### src/rtl/fetch_stage_if.sv
// Fetch-side bundle: inst_sram request/response channel plus the fetch->decode handshake.
interface fetch_stage_if;
  logic        inst_sram_req;
  logic        inst_sram_wr;
  logic [31:0] inst_sram_addr;
  logic        inst_sram_addr_ok;
  logic        inst_sram_data_ok;
  logic [31:0] inst_sram_rdata;
  logic        ds_allowin;
  logic        fs_to_ds_valid;
  logic [64:0] fs_to_ds_bus;

  modport master (
    output inst_sram_req, inst_sram_wr, inst_sram_addr,
    input  inst_sram_addr_ok, inst_sram_data_ok, inst_sram_rdata,
    input  ds_allowin,
    output fs_to_ds_valid, fs_to_ds_bus
  );

  modport slave (
    input  inst_sram_req, inst_sram_wr, inst_sram_addr,
    output inst_sram_addr_ok, inst_sram_data_ok, inst_sram_rdata,
    output ds_allowin,
    input  fs_to_ds_valid, fs_to_ds_bus
  );
endinterface

### src/rtl/fetch_stage.sv
// Fetch stage: one outstanding inst_sram read, IBUF_DEPTH-entry buffer toward decode; addr_ok->valid in 2 cycles.
// Requests stall while buffer+outstanding is full or a cancel is pending. FETCH_ADEF_EN enables misaligned-pc adef entries.
module fetch_stage #(
  parameter logic [31:0] RESET_PC   = 32'h1c000000,
  parameter int          IBUF_DEPTH = 2
) (
  input  logic          clk,
  input  logic          resetn,
  fetch_stage_if.master fs,
  input  logic          br_taken,
  input  logic [31:0]   br_target,
  input  logic          flush,
  input  logic [31:0]   flush_target
);
  localparam int PW = (IBUF_DEPTH > 1) ? $clog2(IBUF_DEPTH) : 1;
  localparam int CW = PW + 1;
  localparam logic [CW-1:0] DEPTH = CW'(IBUF_DEPTH);

  logic [31:0]   pc;
  logic [31:0]   req_pc;
  logic          started;
  logic          outstanding;
  logic          cancel;
  logic [64:0]   ibuf [IBUF_DEPTH];
  logic [PW-1:0] rd_ptr;
  logic [PW-1:0] wr_ptr;
  logic [CW-1:0] count;

  logic          redirect;
  logic [31:0]   redirect_target;
  logic          has_space;
  logic          fetch_ok;
  logic          req;
  logic          handshake;
  logic          data_ret;
  logic          push_data;
  logic          adef_push;
  logic          push;
  logic          pop;
  logic          valid;
  logic [64:0]   push_entry;

  assign redirect        = flush | br_taken;
  assign redirect_target = flush ? flush_target : br_target;

  assign has_space = count < DEPTH;

`ifdef FETCH_ADEF_EN
  logic misaligned;
  logic adef_done;

  // A misaligned pc produces one adef entry, then fetch parks until a redirect.
  assign misaligned = pc[1:0] != 2'b00;
  assign fetch_ok   = ~misaligned;
  assign adef_push  = started & misaligned & ~adef_done & ~outstanding & ~cancel
                    & has_space & ~redirect;

  always_ff @(posedge clk) begin
    if (!resetn) begin
      adef_done <= 1'b0;
    end else if (redirect) begin
      adef_done <= 1'b0;
    end else if (adef_push) begin
      adef_done <= 1'b1;
    end
  end
`else
  assign fetch_ok  = 1'b1;
  assign adef_push = 1'b0;
`endif

  assign req       = resetn & started & ~outstanding & ~cancel & has_space & fetch_ok;
  assign handshake = req & fs.inst_sram_addr_ok;
  // data_ok with nothing outstanding belongs to a request lost across reset.
  assign data_ret  = outstanding & fs.inst_sram_data_ok;
  assign push_data = data_ret & ~cancel & ~redirect;
  assign push      = push_data | adef_push;
  assign push_entry = adef_push ? {1'b1, 32'h0, pc} : {1'b0, fs.inst_sram_rdata, req_pc};

  assign valid = resetn & (count != '0) & ~redirect;
  assign pop   = valid & fs.ds_allowin;

  assign fs.inst_sram_req  = req;
  assign fs.inst_sram_wr   = 1'b0;
  assign fs.inst_sram_addr = redirect ? redirect_target : pc;
  assign fs.fs_to_ds_valid = valid;
  assign fs.fs_to_ds_bus   = (resetn && count != '0) ? ibuf[rd_ptr] : '0;

  always_ff @(posedge clk) begin
    if (!resetn) begin
      pc          <= RESET_PC;
      req_pc      <= RESET_PC;
      started     <= 1'b0;
      outstanding <= 1'b0;
      cancel      <= 1'b0;
      rd_ptr      <= '0;
      wr_ptr      <= '0;
      count       <= '0;
    end else begin
      started <= 1'b1;
      if (handshake) begin
        req_pc <= fs.inst_sram_addr;
      end
      if (redirect) begin
        pc <= redirect_target;
      end else if (handshake) begin
        pc <= pc + 32'd4;
      end
      outstanding <= handshake | (outstanding & ~fs.inst_sram_data_ok);
      // Cancel tracks a request still in flight past the redirect, including one accepted this cycle.
      if (redirect) begin
        cancel <= handshake | (outstanding & ~fs.inst_sram_data_ok);
      end else if (data_ret) begin
        cancel <= 1'b0;
      end
      if (redirect) begin
        rd_ptr <= '0;
        wr_ptr <= '0;
        count  <= '0;
      end else begin
        if (push) begin
          wr_ptr <= wr_ptr + PW'(1);
        end
        if (pop) begin
          rd_ptr <= rd_ptr + PW'(1);
        end
        if (push && !pop) begin
          count <= count + CW'(1);
        end else if (pop && !push) begin
          count <= count - CW'(1);
        end
      end
    end
  end

  always_ff @(posedge clk) begin
    if (push) begin
      ibuf[wr_ptr] <= push_entry;
    end
  end
endmodule

### src/flat_wrapper.sv
// flat-port wrapper written by rule: the top's interface ports become plain ports
module fetch_stage_flat 
#(
  parameter logic [31:0] RESET_PC   = 32'h1c000000,
  parameter int          IBUF_DEPTH = 2
)
  (clk, resetn, br_taken, br_target, flush, flush_target, fs_inst_sram_req, fs_inst_sram_wr, fs_inst_sram_addr, fs_inst_sram_addr_ok, fs_inst_sram_data_ok, fs_inst_sram_rdata, fs_ds_allowin, fs_fs_to_ds_valid, fs_fs_to_ds_bus);
  fetch_stage_if fs_i ();
  input  logic clk;
  input  logic resetn;
  input  logic br_taken;
  input  logic [31:0] br_target;
  input  logic flush;
  input  logic [31:0] flush_target;
  output wire logic [$bits(fs_i.inst_sram_req)-1:0] fs_inst_sram_req;
  output wire logic [$bits(fs_i.inst_sram_wr)-1:0] fs_inst_sram_wr;
  output wire logic [$bits(fs_i.inst_sram_addr)-1:0] fs_inst_sram_addr;
  input wire logic [$bits(fs_i.inst_sram_addr_ok)-1:0] fs_inst_sram_addr_ok;
  input wire logic [$bits(fs_i.inst_sram_data_ok)-1:0] fs_inst_sram_data_ok;
  input wire logic [$bits(fs_i.inst_sram_rdata)-1:0] fs_inst_sram_rdata;
  input wire logic [$bits(fs_i.ds_allowin)-1:0] fs_ds_allowin;
  output wire logic [$bits(fs_i.fs_to_ds_valid)-1:0] fs_fs_to_ds_valid;
  output wire logic [$bits(fs_i.fs_to_ds_bus)-1:0] fs_fs_to_ds_bus;
  assign fs_inst_sram_req = fs_i.inst_sram_req;
  assign fs_inst_sram_wr = fs_i.inst_sram_wr;
  assign fs_inst_sram_addr = fs_i.inst_sram_addr;
  assign fs_i.inst_sram_addr_ok = fs_inst_sram_addr_ok;
  assign fs_i.inst_sram_data_ok = fs_inst_sram_data_ok;
  assign fs_i.inst_sram_rdata = fs_inst_sram_rdata;
  assign fs_i.ds_allowin = fs_ds_allowin;
  assign fs_fs_to_ds_valid = fs_i.fs_to_ds_valid;
  assign fs_fs_to_ds_bus = fs_i.fs_to_ds_bus;
  fetch_stage #(.RESET_PC(RESET_PC), .IBUF_DEPTH(IBUF_DEPTH)) u_core (.clk(clk), .resetn(resetn), .fs(fs_i), .br_taken(br_taken), .br_target(br_target), .flush(flush), .flush_target(flush_target));
endmodule
### config.mk
export PLATFORM = sky130hd
export DESIGN_NAME = fetch_stage_flat
export DESIGN_NICKNAME = d
export VERILOG_FILES = /design/src/rtl/fetch_stage_if.sv /design/src/rtl/fetch_stage.sv /design/src/flat_wrapper.sv
export SDC_FILE = /design/constraint.sdc
export NUM_CORES = 1
export LEC_CHECK = 0
export BUFFER_PORTS_ARGS = -buffer_cell sky130_fd_sc_hd__buf_2
export CAP_MARGIN = 20
export CORE_MARGIN = 2
export CORE_UTILIZATION = 50
export DETAILED_ROUTE_END_ITERATION = 10
export HOLD_SLACK_MARGIN = 0.12
export PLACE_DENSITY_LB_ADDON = 0.05
export SYNTH_ARGS = -nofsm -noshare
export SYNTH_HDL_FRONTEND = slang
export SYNTH_SLANG_ARGS = --single-unit
### constraint.sdc
create_clock -name clk -period 9.5 [get_ports clk]
set_input_delay 0.95 -clock clk [delete_from_list [all_inputs] [get_ports clk]]
set_output_delay 0.95 -clock clk [all_outputs]
set_load 0.01 [all_outputs]
==> run metrics, run 1 <==
run status=finished clean; instance count after placement with tap cells included=1191; portion of synthesized cell area occupied by the leading cell type=43.59%; IO buf count=200; Clock Sink Count=200; number of synthesized flops with an enable pin=between 100 and 150; clock-pin slew on the worst setup and hold paths=0.07 ns; category of the worst setup path capture point=output port; HPWL after detailed placement=14210 µm; unique cell type count in the Yosys netlist=55; overall overflow remaining after global route=0; number of hold buffers added after cts=0; Clock Path Buffers=2; multi-input combinational cell area=between 3000 and 4000 µm²; Final Slew Violations=0; Critical R2R Launch=u_core.count[1]; Final Critical Period=4.433 ns; depth of the worst register-to-register path=5; switching power=around 0.44 mW; capture instance of the worst register-to-register path=u_core.pc[4]; type of the worst min-delay path=flip-flop to flip-flop; slew at the pin with the worst max-slew slack=1.025 ns; Worst Hold End=u_core.ibuf[0][6]; number of max-cap violations=0; setup slack, reg-to-reg=7.03 ns; number of warning messages in the yosys log=0; ports placed on the boundary=203; upper clock frequency limit=225.6 MHz; power share of the combinational group=slightly above 8%; postcts setup bufs=0; power per standard cell area=about 170 nW/µm²; sequential area share after synthesis=59.93%; Worst Path Arrival=3.48 ns; RSZ-0062 raised after global routing=false; Crit Path Category=input port to output port; via count of the first global-routing pass=6224; critical path fanouts, max=45; CP Launch Type=input port; Std-Cell Rows=48; Total GRT Usage=22.69%; Die Height=~140 µm; core region area=17300 µm²; leading post-synthesis cells by cell area=sky130_fd_sc_hd__edfxtp_1, sky130_fd_sc_hd__dfxtp_1, sky130_fd_sc_hd__mux2i_1; antenna violations before repair=1; sequential cell area=5289 µm²; drt drc=0; Post-Synthesis Cell Area=around 8800 µm²; hold depth=0; Hold Startpoint=u_core.req_pc[6]; clock tree root driver cell=sky130_fd_sc_hd__clkbuf_16; vias per std cell=between 5 and 6; layout cells sized above 1=25.75%; Final Hold Fails=0; top cells by count, synth=sky130_fd_sc_hd__edfxtp_1, sky130_fd_sc_hd__nor2_1, sky130_fd_sc_hd__nand2_1; largest voltage drop on the vdd net=0.1214 mV; drt first-iter violations=between 300 and 400; Cell Int Power=about 1.4 mW; Placer Congestion=~0.84; signed area change from the synthesized netlist to the final layout=19.76%; Max-Slew Margin vs Limit=31.22%; switching portion of total power=24.12%; share of power burned in registers=53.1%; Avg WL per Cell=17.04 µm; final worst clock skew=0.008375 ns; Synth Area per Inst=10.93 µm²; number of levels the H-tree was split into=4; post-CTS resize count=0; number of buffers added by the clock tree synthesis step=17; post-layout instance count excluding filler cells=~1200; async set-reset flop share out of synthesis=0%; setup slack at placement=5.028 ns; share of the clock period used by the worst path=46.66%; clock latency at the later pin of the worst-skew pair=approximately 0.43 ns; number of fill cells in the layout=1543; clock network fraction of total power=38.6%; largest net degree at the start of global routing=65; via count of the routed design=6626; total of flip-flops plus latches after synthesis=200; most numerous cell in the Yosys netlist=sky130_fd_sc_hd__edfxtp_1; post-synthesis instance total=just over 800; first-pass GRT wire length=32350 µm; cell type with the largest total area after synthesis=sky130_fd_sc_hd__edfxtp_1; count of endpoints failing setup in the final report=0; Routed WL=20850 µm; total leakage power=3.957 nW; Crit path required time=8.55 ns; summed negative setup slack over all endpoints=0 ns; die area=18720 µm²; effective utilization at floorplan=50.98%; dominant register cell in the synthesized netlist=sky130_fd_sc_hd__edfxtp_1; die boundary width=136.8 µm; antenna-violating nets left=0; clock tree from TritonCTS=built; crit path setup slack, layout=5.067 ns; number of search-and-repair iterations in the first detailed-routing pass=8; fin nets=roughly 1100
==> logic make-up after synthesis <==
group,share of synthesized area [%]
AOI/OAI and AO/OA,10.02
xor gates and xnor gates,2.185
adders and majority gates,0.2837
buffers and inverters,2.625
DFF,59.93
muxes,9.762
other,0.04252
and+or+nand+nor,15.15
==> power by group through the flow <==
stage,Clock (mW),Combinational (mW),Sequential [mW]
CTS,0.712,0.151,0.960
floorplan,0,0.0893,0.975
detailed placement,0,0.150,0.980
global placement,0,0.149,0.979
global route,0.741,0.166,0.963
finish,0.699,0.150,0.961
==> critical path, stage by stage <==
cell and delay [ns]:
sky130_fd_sc_hd__buf_2 0.59, sky130_fd_sc_hd__clkinv_1 1.05, sky130_fd_sc_hd__o2bb2ai_1 0.55, sky130_fd_sc_hd__nor2_1 0.14, sky130_fd_sc_hd__buf_2 0.16
==> metrics by stage <==
step / util (%) / area (µm²) / hold slack [ns] / power (mW)
2_1_floorplan: - / 8822 / 0.4249 / 1.065
3_3_place_gp: 57.75 / 9988 / 0.4326 / 1.128
3_5_place_dp: 57.75 / 9988 / 0.4383 / 1.130
4_1_cts: 61.05 / 10560 / 0.4558 / 1.823
5_1_grt: 61.05 / 10560 / 0.4628 / 1.871
6_report: 61.06 / 10560 / 0.4536 / 1.809
==> layer usage <==
metal / track usage, % / wire [µm] / up-vias / part of all wire (%)
met5: 0 / 0 / - / 0
met4: 6.586 / 312 / 0 / 1.5
met3: 5.000 / 1396 / 27 / 6.7
met2: 37.11 / 9885 / 214 / 47
met1: 30.49 / 9257 / 3132 / 44
li1: - / - / 3253 / -
==> worst max-delay path by stage <==
stage	from	endpoint	slack, ns	depth (start not counted)
after floorplan	flush	u_core.ibuf[0][0]	2.97	4
after global placement	flush	fs_inst_sram_addr[12]	5.14	5
after detailed placement	flush	fs_inst_sram_addr[12]	5.03	5
after CTS	flush	fs_inst_sram_addr[12]	5.00	5
after global routing	flush	fs_inst_sram_addr[12]	4.81	5
final	flush	fs_inst_sram_addr[12]	5.07	5
==> layout by cell type, fill, tap and decap left out, types with 3 or more instances in the layout <==
| cell | synthesis | final |
|---|---|---|
| sky130_fd_sc_hd__clkinvlp_4 | 0 | 3 |
| sky130_fd_sc_hd__nor4_1 | 8 | 8 |
| sky130_fd_sc_hd__inv_1 | 4 | 4 |
| sky130_fd_sc_hd__a21o_1 | 5 | 5 |
| sky130_fd_sc_hd__nand2b_1 | 3 | 3 |
| sky130_fd_sc_hd__edfxtp_1 | 128 | 128 |
| sky130_fd_sc_hd__nand4_1 | 6 | 6 |
| sky130_fd_sc_hd__mux2i_1 | 86 | 86 |
| sky130_fd_sc_hd__and3_1 | 6 | 6 |
| sky130_fd_sc_hd__o211ai_1 | 3 | 3 |
| sky130_fd_sc_hd__dfxtp_1 | 72 | 71 |
| sky130_fd_sc_hd__clkbuf_16 | 0 | 17 |
| sky130_fd_sc_hd__and4_1 | 5 | 5 |
| sky130_fd_sc_hd__xor2_1 | 3 | 3 |
| sky130_fd_sc_hd__o2bb2ai_1 | 3 | 3 |
| sky130_fd_sc_hd__o21ai_0 | 31 | 30 |
| sky130_fd_sc_hd__and2_1 | 7 | 6 |
| sky130_fd_sc_hd__o22ai_1 | 5 | 5 |
| sky130_fd_sc_hd__nor2_1 | 122 | 121 |
| sky130_fd_sc_hd__nand3_1 | 11 | 11 |
| sky130_fd_sc_hd__xnor2_1 | 19 | 19 |
| sky130_fd_sc_hd__buf_4 | 2 | 9 |
| sky130_fd_sc_hd__a21boi_0 | 6 | 6 |
| sky130_fd_sc_hd__nor3_1 | 15 | 14 |
| sky130_fd_sc_hd__buf_2 | 2 | 200 |
| sky130_fd_sc_hd__nand2_1 | 103 | 103 |
| sky130_fd_sc_hd__or3_1 | 4 | 4 |
| sky130_fd_sc_hd__a31oi_1 | 3 | 3 |
| sky130_fd_sc_hd__a21oi_1 | 58 | 58 |
| sky130_fd_sc_hd__a2111oi_2 | 7 | 7 |
| sky130_fd_sc_hd__o21bai_1 | 3 | 3 |
| sky130_fd_sc_hd__inv_8 | 0 | 4 |
==> state kept, by name, indices dropped and copies added (netlist names), named ones only <==
signal	cells
u_core.cancel	1
u_core.count	2
u_core.ibuf	128
u_core.outstanding	1
u_core.pc	32
u_core.rd_ptr	1
u_core.req_pc	32
u_core.started	1
u_core.wr_ptr	1
==> cell type report <==
type | count | area share [%]
multi-input cells | 551 | 31.50
well taps | 225 | 2.666
flip-flops and latches | 200 | 50.08
clock inverters | 13 | 1.303
repair buffers | 209 | 10.12
clock buffers | 19 | 4.099
diodes | 1 | 0.02369
inverters | 6 | 0.2132
No activity file was read; power rests on OpenSTA's default activity.
==> run 2, diff against run 1 <==
Settings changed: ABC_AREA set to 1.
Clock period 9.5 ns to 4.1 ns, I/O delays scaled along.
==> run 2 against run 1 <==
- clock power grew to 2.5 times the previous value
- global-route usage is 0.48 points higher
- core utilization is 0.61 points lower
- area after synthesis is 7.6% higher
- register-to-register slack worse by 5.0 ns
- non-clock buffer count stayed put
- cell count is 19% higher
- first-iteration DRC count is 59% higher
- flip-flop and latch count stayed put
- largest cell class unchanged
- largest power group unchanged
- highest routed layer unchanged
==> run metrics, run 2 <==
Routed WL=23010 µm (+10%); die boundary width=141.8 µm (+3.6%); number of synthesized flops with an enable pin=128 (unchanged); Clock Sink Count=200 (unchanged); largest net degree at the start of global routing=66 (+1.5%); final worst clock skew=0.01038 ns (+0.002002 ns); capture point of the worst path=fs_inst_sram_addr[7]; cell type with the largest total area after synthesis=sky130_fd_sc_hd__edfxtp_1; number of warning messages in the yosys log=0 (unchanged); Largest regs=u_core.ibuf (128), u_core.pc (32), u_core.req_pc (32); clock tree root driver cell=sky130_fd_sc_hd__clkbuf_16; Critical Path Start=flush; power per standard cell area=387.4 nW/µm² (+130%); layout cells sized above 1=27.56% (+1.8 points); critical path fanouts, max=34 (-24%); Final Slew Violations=0 (unchanged); Critical R2R Launch=u_core.cancel; number of hold buffers added after cts=0 (unchanged); Max-Slew Margin vs Limit=31.12% (-0.10 points); number of search-and-repair iterations in the first detailed-routing pass=5 (-3); antenna violations before repair=0 (-1); HPWL after detailed placement=15620 µm (+9.9%); portion of synthesized cell area occupied by the leading cell type=40.50% (-3.1 points); sequential area share after synthesis=55.68% (-4.3 points); overall overflow remaining after global route=0 (unchanged); Critical-path top delay cell=sky130_fd_sc_hd__inv_1; worst-path cell chain=buf_2 > inv_1 > o21ai_0 > o21ai_0 > buf_2; number of levels the H-tree was split into=4 (unchanged); capture instance of the worst register-to-register path=u_core.pc[25]; slew at the pin with the worst max-slew slack=1.032 ns (+0.006753 ns); cell type group with the largest total delay on the critical path=buffers and inverters; register with the most flip-flops=u_core.ibuf; IO buf count=200 (unchanged); buffers plus inverters on the worst setup path=3 (unchanged); vias per std cell=5.213 (-3.7%); Synth Area per Inst=9.206 µm² (-16%); clock-pin slew on the worst setup and hold paths=0.07 ns (about the same); via count of the routed design=7574 (+14%); depth of the critical timing path with buffers and inverters included=5 (unchanged); Clock Path Buffers=2 (unchanged); number of fill cells in the layout=1658 (+7.5%); clock latency at the later pin of the worst-skew pair=0.43 ns (about the same); unique cell type count in the Yosys netlist=38 (-31%); RSZ-0062 raised after global routing=false; antenna-violating nets left=0 (unchanged); commonest cells after routing, fill and taps aside=sky130_fd_sc_hd__buf_2, sky130_fd_sc_hd__nand2_1, sky130_fd_sc_hd__nor2_1, sky130_fd_sc_hd__inv_1, sky130_fd_sc_hd__edfxtp_1; clock tree from TritonCTS=built; effective utilization at floorplan=50.91% (-0.071 points); first-pass GRT wire length=36190 µm (+12%); fin nets=1311 (+20%); signed area change from the synthesized netlist to the final layout=18.73%; Die Height=141.8 µm (+3.6%); post-layout instance count excluding filler cells=1453 (+19%); most numerous cell in the Yosys netlist=sky130_fd_sc_hd__nand2_1; Largest register FFs=128 (unchanged); Crit Path Category=input port to output port; run status=finished clean; type of the worst min-delay path=input port to flip-flop; share of the clock period used by the worst path=72.51%; setup slack, reg-to-reg=1.99 ns (-5.04 ns); number of max-cap violations=0 (unchanged); Final Hold Fails=0 (unchanged); postcts setup bufs=0 (unchanged); number of buffers added by the clock tree synthesis step=17 (unchanged); depth of the worst register-to-register path=8 (+3); post-synthesis instance total=1031 (+28%); upper clock frequency limit=336.4 MHz; drt first-iter violations=490 (+59%); async set-reset flop share out of synthesis=0% (unchanged); Total GRT Usage=23.17% (+0.48 points); count of endpoints failing setup in the final report=0 (unchanged); leading post-synthesis cells by cell area=sky130_fd_sc_hd__edfxtp_1, sky130_fd_sc_hd__dfxtp_1, sky130_fd_sc_hd__mux2_2; post-CTS resize count=0 (unchanged); Placer Congestion=0.8982 (+6.7%); via count of the first global-routing pass=7059 (+13%); drt drc=0 (unchanged); core region area=18640 µm² (+7.8%); die area=20100 µm² (+7.4%); summed negative setup slack over all endpoints=0 ns (unchanged); Std-Cell Rows=50 (+4.2%); total leakage power=5.189 nW (+31%); Avg WL per Cell=15.84 µm (-7.0%); top cells by count, synth=sky130_fd_sc_hd__nand2_1, sky130_fd_sc_hd__nor2_1, sky130_fd_sc_hd__inv_1; Worst Path Arrival=2.56 ns (-0.92 ns); ports placed on the boundary=203 (unchanged); instance count after placement with tap cells included=1421 (+19%); Post-Synthesis Cell Area=9492 µm² (+7.6%); Final Critical Period=around 3.0 ns; antenna diode instance count=0 (-1); Crit path required time=3.69 ns (-4.86 ns); most common cell after layout, fill and taps aside=sky130_fd_sc_hd__buf_2; largest voltage drop on the vdd net=0.2808 mV (+130%); CP peak stage delay=0.68 ns (-0.37 ns); category of the worst setup path capture point=output port; CP Launch Type=input port; dominant register cell in the synthesized netlist=sky130_fd_sc_hd__edfxtp_1; total of flip-flops plus latches after synthesis=200 (unchanged)
==> run 2: cell types whose count changed after synthesis, moves of 33 or more <==
cell,previous run,this run
sky130_fd_sc_hd__inv_1,4,133
sky130_fd_sc_hd__nand3_1,11,44
sky130_fd_sc_hd__mux2_2,0,64
sky130_fd_sc_hd__nand2_1,103,177
sky130_fd_sc_hd__o21ai_0,31,93
sky130_fd_sc_hd__mux2i_1,86,0
==> run 2: report_power, final <==
| part | total (mW) | switching [mW] | leakage [nW] | internal (mW) |
|---|---|---|---|---|
| logic | 0.368 | 0.231 | 3.08 | 0.137 |
| registers | 2.24 | 0.0490 | 1.82 | 2.19 |
| clock network | 1.76 | 0.735 | 0.298 | 1.03 |
| total | 4.37 | 1.02 | 5.19 | 3.35 |
==> run 2: area by class of cell <==
class | count | area, µm² | area share [%]
Tap cell | 234 | 292.8 | 2.598
Clock buffer | 18 | 429.2 | 3.808
Clock inverter | 14 | 196.4 | 1.743
Sequential cell | 200 | 5286 | 46.91
Multi-Input combinational cell | 640 | 3428 | 30.42
Inverter | 138 | 518.0 | 4.596
Timing Repair Buffer | 209 | 1119 | 9.926
==> run 2: stage by stage <==
stage / power, mW / cell area [µm²] / setup WS, ns / util, % / hold WS [ns]
floorplan: 2.494 / 9500 / 0.8631 / - / 0.4203
global placement: 2.642 / 10640 / 1.247 / 57.09 / 0.4309
detailed placement: 2.645 / 10640 / 1.114 / 57.09 / 0.4435
CTS: 4.392 / 11270 / 1.122 / 60.45 / 0.1469
global route: 4.542 / 11270 / 0.9434 / 60.45 / 0.1353
finish: 4.366 / 11270 / 1.127 / 60.45 / 0.1653
==> run 2: how the worst min path moves through the flow <==
stage	start	endpoint	slack, ns	cells after the start
after CTS	fs_inst_sram_rdata[31]	u_core.ibuf[1][63]	0.15	1
final	fs_inst_sram_rdata[4]	u_core.ibuf[0][36]	0.17	1
after global routing	fs_inst_sram_rdata[21]	u_core.ibuf[1][53]	0.14	1
after floorplan	u_core.req_pc[0]	u_core.ibuf[0][0]	0.42	0
after global placement	u_core.req_pc[8]	u_core.ibuf[0][8]	0.43	0
after detailed placement	u_core.req_pc[6]	u_core.ibuf[1][6]	0.44	0
==> run 2: logic make-up (layout without fill, tap and decap cells) <==
group	count (synthesis)	count (layout)	synth area share [%]
flip-flops	200	200	55.68
AND/OR/NAND/NOR	409	409	18.38
adder cells (fa/ha/maj)	2	2	0.2636
AO/OA/AOI/OAI	157	157	9.096
XOR/XNOR	6	6	0.5538
buffers and inverters	192	379	8.397
multiplexers	64	64	7.593
other	1	2	0.03951
==> run 2: worst reg2reg max path, delay by kind of cell, from the launching register on <==
family,cells,cell delay (ns)
DFF,1,0.35
buffers and inverters,2,0.38
and+or+nand+nor,6,1.28
==> run 2: per-layer routing <==
layer / track usage [%] / up-vias / part of all wire [%]
li1: - / 3752 / -
met2: 37.28 / 257 / 47
met5: 0 / - / 0
met1: 31.61 / 3536 / 46
met3: 5.535 / 29 / 5.8
met4: 6.421 / 0 / 1.5
